### config.mk
export PLATFORM = sky130hd
export DESIGN_NAME = tick_sequencer
export DESIGN_NICKNAME = d
export VERILOG_FILES = /design/src/rtl/tick_sequencer.sv
export SDC_FILE = /design/constraint.sdc
export NUM_CORES = 1
export LEC_CHECK = 0
export CAP_MARGIN = 20
export CORE_ASPECT_RATIO = 0.75
export CORE_MARGIN = 1
export CORE_UTILIZATION = 57
export CTS_BUF_LIST = sky130_fd_sc_hd__clkbuf_2 sky130_fd_sc_hd__clkbuf_4 sky130_fd_sc_hd__clkbuf_8
export CTS_CLUSTER_SIZE = 25
export DETAILED_ROUTE_END_ITERATION = 8
export PLACE_DENSITY = 0.8
export SETUP_SLACK_MARGIN = 0.3
export SLEW_MARGIN = 5
export SYNTH_ARGS = -nofsm -noshare
export SYNTH_HDL_FRONTEND = slang
export SYNTH_SLANG_ARGS = --single-unit
### constraint.sdc
create_clock -name clk -period 2.15 [get_ports clk]
set_clock_uncertainty 0.15 [all_clocks]
set_input_delay 0.3225 -clock clk [delete_from_list [all_inputs] [get_ports clk]]
set_output_delay 0.3225 -clock clk [all_outputs]
set_load 0.03 [all_outputs]
### src/rtl/tick_sequencer.sv
// Game-tick scheduler: one direction-exchange/move/collide/point/commit pass per divided-clock tick.
// Optional build macro TICK_SEQ_STATS_EN enables the saturating dropped-tick counter.
module tick_sequencer #(
  parameter int unsigned RX_TIMEOUT   = 2_000_000,
  parameter int unsigned STEP_TIMEOUT = 1024,
  parameter int unsigned ModeW        = 2,
  parameter logic [ModeW-1:0] ModeGame = ModeW'(1)
) (
  input  logic             clk,
  input  logic             rst,
  input  logic             tick,
  input  logic [ModeW-1:0] mode,
  input  logic             rcvdir,
  input  logic             move_done,
  input  logic             col_done,
  input  logic             eaten,
  input  logic             seed_rdy,
  output logic             send_dir,
  output logic             move_start,
  output logic             col_start,
  output logic             point_start,
  output logic             commit,
  output logic             con_error,
  output logic             busy,
  output logic [7:0]       overrun_cnt
);

  localparam int unsigned WdW = $clog2(RX_TIMEOUT);
  localparam logic [WdW-1:0] RxLast   = WdW'(RX_TIMEOUT - 1);
  localparam logic [WdW-1:0] StepLast = WdW'(STEP_TIMEOUT - 1);

  typedef enum logic [2:0] {
    StIdle, StSend, StWaitRx, StMove, StCollide, StPoint, StCommit, StError
  } state_e;

  state_e         state_q, state_d;
  logic [WdW-1:0] wd_q, wd_d;
  logic           tick_q, pend_q, pend_d;
  logic           send_q, move_q, col_q, point_q, commit_q, err_q;
  logic           in_game, tick_edge, entry;

  assign in_game   = (mode == ModeGame);
  assign tick_edge = tick & ~tick_q;

  always_comb begin
    state_d = state_q;
    if (!in_game) begin
      // Leaving GAME aborts from any state, ahead of every acknowledge.
      state_d = StIdle;
    end else begin
      case (state_q)
        StIdle:    if (tick_edge) state_d = StSend;
        StSend:    state_d = pend_q ? StMove : StWaitRx;
        StWaitRx: begin
          if (rcvdir)              state_d = StMove;
          else if (wd_q == RxLast) state_d = StError;
        end
        StMove: begin
          if (move_done)             state_d = StCollide;
          else if (wd_q == StepLast) state_d = StError;
        end
        StCollide: begin
          if (col_done)              state_d = eaten ? StPoint : StCommit;
          else if (wd_q == StepLast) state_d = StError;
        end
        StPoint: begin
          if (seed_rdy)              state_d = StCommit;
          else if (wd_q == StepLast) state_d = StError;
        end
        StCommit:  state_d = StIdle;
        StError:   state_d = StError;
        default:   state_d = StIdle;
      endcase
    end
  end

  assign entry = (state_d != state_q);
  assign wd_d  = entry ? '0 : wd_q + 1'b1;

  // Remote direction that beat the tick is remembered so SEND can skip WAIT_RX.
  always_comb begin
    pend_d = pend_q;
    if (!in_game)                          pend_d = 1'b0;
    else if (state_q == StSend)            pend_d = 1'b0;
    else if (state_q == StIdle && rcvdir)  pend_d = 1'b1;
  end

  always_ff @(posedge clk or negedge rst) begin
    if (!rst) begin
      state_q  <= StIdle;
      wd_q     <= '0;
      tick_q   <= 1'b0;
      pend_q   <= 1'b0;
      send_q   <= 1'b0;
      move_q   <= 1'b0;
      col_q    <= 1'b0;
      point_q  <= 1'b0;
      commit_q <= 1'b0;
      err_q    <= 1'b0;
    end else begin
      state_q  <= state_d;
      wd_q     <= wd_d;
      tick_q   <= tick;
      pend_q   <= pend_d;
      send_q   <= entry && (state_d == StSend);
      move_q   <= entry && (state_d == StMove);
      col_q    <= entry && (state_d == StCollide);
      point_q  <= entry && (state_d == StPoint);
      commit_q <= entry && (state_d == StCommit);
      err_q    <= (state_d == StError);
    end
  end

  assign send_dir    = send_q;
  assign move_start  = move_q;
  assign col_start   = col_q;
  assign point_start = point_q;
  assign commit      = commit_q;
  assign con_error   = err_q;
  assign busy        = (state_q != StIdle);

`ifdef TICK_SEQ_STATS_EN
  logic       game_q;
  logic [7:0] ovr_q;
  logic       dropped;

  assign dropped = tick_edge && (state_q != StIdle);

  always_ff @(posedge clk or negedge rst) begin
    if (!rst) begin
      game_q <= 1'b0;
      ovr_q  <= '0;
    end else begin
      game_q <= in_game;
      if (in_game && !game_q)               ovr_q <= '0;
      else if (dropped && ovr_q != 8'hFF)   ovr_q <= ovr_q + 8'd1;
    end
  end

  assign overrun_cnt = ovr_q;
`else
  assign overrun_cnt = '0;
`endif

endmodule

==> results.py <==
metrics = {
    "status": {
        "status": "finished, violations left",
        "violations": "negative setup slack",
    },
    "floorplan": {
        "start_util": 0.618,
        "rows": 17,
        "core-area_um2": 3040,
        "dieWidth_um": 68.3,
        "die_area_um2": 3530,
        "pin_count": 25,
        "die_h_um": 51.7,
    },
    "place": {
        "dp_cells": 267,
        "placed_area_um2": 2190,
        "port_buffers": 16,
        "gp_congestion": 0.862,
        "hpwl_um": 2930,
    },
    "drt": {
        "viasPerCell": 5.72,
        "wl_per_cell_um": 16.8,
        "firstDrtPassIters": 4,
        "drc": 0,
        "dr.first_iter.drc_count": 117,
        "wirelength_um": 4900,
        "vias": 1665,
        "ant_nets": 0,
    },
    "clock_tree": {
        "path_clk_slew_ps": 70,
        "cts_tree": "built",
        "ctsHoldBuffers": 0,
        "clock_latency_ps": 290,
        "cts.path.max_buffers": 2,
        "root_buffer": "clkbuf_8",
        "cts_made_buffers": 5,
        "clock-sinks": 32,
        "htreeDepth": 2,
    },
    "pwr": {
        "peakVddDrop_uv": 413,
        "p_leak_nw": 1.12,
        "internal-power_mw": 1.02,
        "combPwrFrac": 0.186,
        "power_density_nw_per_um2": 556,
        "sequentialPowerShare": 0.485,
        "power_switching_mw": 0.409,
        "netSwitchingFraction": 0.285,
        "pwr-share-clk": 0.329,
    },
    "global_routing": {
        "grt_start_max_net_pins": 33,
        "grt.total_usage": 0.276,
        "overflow": 0,
        "antenna_found_initial": 0,
        "grt_pass1_wl_um": 6880,
        "grt_pass1_vias": 1480,
    },
    "run": {
        "max_cap_violations": 0,
    },
    "cells_and_area": {
        "drive_above_1_share": 0.368,
        "fin_area_um2": 2570,
        "nets": 263,
        "syn2layout_area_growth_pct": 37.0,
        "fin_util": 0.847,
        "layout.cells.non_filler": 291,
        "antenna_cells": 0,
        "most-common-layout-cells": "29 x dfrtp_1, 29 x buf_4, 20 x nor2_2",
    },
    "timing": {
        "finalSetupViolCount": 9,
        "drv_slew": 0,
        "finalHoldViolCount": 0,
        "final.setup.tns_ps": -98.5,
        "hold_slack_ps": 280,
        "rsz0062_at_grt": "true",
        "max_freq_mhz": 458,
        "finalWorstSetupSlack_ps": -35.4,
        "min_period_ps": 2190,
        "period_share": 1.02,
    },
    "critical_path": {
        "slowest_delay_ps": 490,
        "cp_max_fo": 12,
        "r2r_end": "wd_q[2]",
        "rrSetupSlack_ps": -40,
        "path_class": "register to register",
        "r2r-start": "state_q[0]",
        "cpLargestDelayFamily": "compound AO/OA/AOI/OAI gates",
        "crit_path_end_kind": "register",
        "r2r_cells": 7,
        "cp.arrival_ps": 2250,
        "crit_buf_inv": 1,
        "worst-endpoint-required_ps": 2220,
        "slowest_stage": "dfrtp_2",
        "crit_chain": "nor2b_1, a2bb2oi_1, o221ai_1, o21ai_1, nand3_4, clkbuf_16, nor2_2",
        "start_kind": "register",
    },
    "logic_synthesis": {
        "syn_avg_cell_area_um2": 9.49,
        "syn_area_um2": 1880,
        "ys.flop_type": "dfrtp_1",
        "yosysUniqueCellTypes": 54,
        "ys_warn_count": 0,
        "syn_inst": 198,
        "synthAdderAreaFrac": 0.00666,
        "synth_top_family_by_area": "simple AND/OR/NAND/NOR gates",
        "ys_ff_latch": 32,
        "yosys.area_share.simple": 0.308,
        "async_reset_ff_frac": 1.00,
        "synth_edf_count": 0,
        "synth_compound_area_frac": 0.102,
        "seq_area_frac_synth": 0.426,
        "muxShareOfSynthArea": 0.00533,
        "synth_xor_area_frac": 0.0885,
    },
    "worst_hold_path": {
        "holdCritPathClass": "primary input to asynchronous set/reset pin",
    },
}
[Yosys cell counts (all sizes together), types with 3 or more instances]
master / instances / area (um2)
nand3: 7 / 35.0
and4: 3 / 26.3
a21oi: 8 / 55.1
dfrtp: 32 / 801
nor3: 5 / 41.3
nor2: 30 / 123
nand4: 7 / 43.8
xor2: 11 / 96.3
nor2b: 7 / 43.8
and3: 6 / 38.8
nand2b: 3 / 18.8
nand2: 16 / 60.1
inv: 4 / 15.0
buf: 12 / 85.1
o21ai: 5 / 28.8
xnor2: 8 / 70.1
[kinds of logic (layout without fill, tap and decap cells)]
kind of cell | Yosys count | in the layout
and+or+nand+nor | 99 | 99
DFF | 32 | 32
AOI/OAI and AO/OA | 26 | 26
xor gates and xnor gates | 19 | 19
buffers and inverters | 19 | 67
adders and majority gates | 1 | 1
other | 1 | 8
muxes | 1 | 1
[stage by stage]
| step | total power [mW] | setup slack [ps] |
|---|---|---|
| finish | 1.43 | -35.4 |
| global route | 1.50 | -217 |
| CTS | 1.40 | 43.7 |
| detailed placement | 0.910 | -162 |
| global placement | 0.895 | -31.5 |
| floorplan | 0.847 | 165 |
[timing repair]
action / CTS / global route
cloned: 2 / 1
buffers inserted: 2 / 11
pin swaps: 1 / 5
resized for setup: 19 / 30
setup endpoints to repair: 30 / 31
[worst max-delay path by stage]
stage / start / endpoint / slack, ps / cells past startpoint
2_1_floorplan: wd_q[16] / point_start / 160 / 7
3_3_place_gp: rcvdir / col_start / -30 / 6
3_5_place_dp: rcvdir / col_start / -160 / 8
4_1_cts: wd_q[17] / wd_q[12] / 40 / 7
5_1_grt: state_q[0] / wd_q[6] / -220 / 7
6_report: state_q[0] / wd_q[2] / -40 / 7
[flip-flops by register name, indices dropped and copies added, names as in the netlist]
register / count
commit: 1
wd_q: 21
point_start: 1
con_error: 1
state_q: 3
send_dir: 1
col_start: 1
move_start: 1
tick_q: 1
pend_q: 1
[power groups by stage]
stage	clock [mW]	sequential (mW)	combinational, mW
after floorplan	0	0.694	0.152
final	0.471	0.696	0.266
after global routing	0.505	0.700	0.297
after detailed placement	0	0.704	0.206
after CTS	0.481	0.694	0.221
after global placement	0	0.701	0.194
[area by class of cell]
cell class | count | area, um2
clock buffers | 6 | 82.6
clock inverters | 2 | 10.0
fillers | 171 | 467
inverters | 5 | 23.8
multi-input cells | 154 | 1110
flip-flops and latches | 32 | 805
well taps | 38 | 47.5
repair buffers | 54 | 500
[per-layer routing]
metal,global-route usage,part of all wire,vias up
met2,0.435,0.49,77
met5,0,0,-
met3,0.0768,0.070,15
li1,-,-,783
met4,0.125,0.026,0
met1,0.350,0.42,790
(Power assumes the default switching activity.)
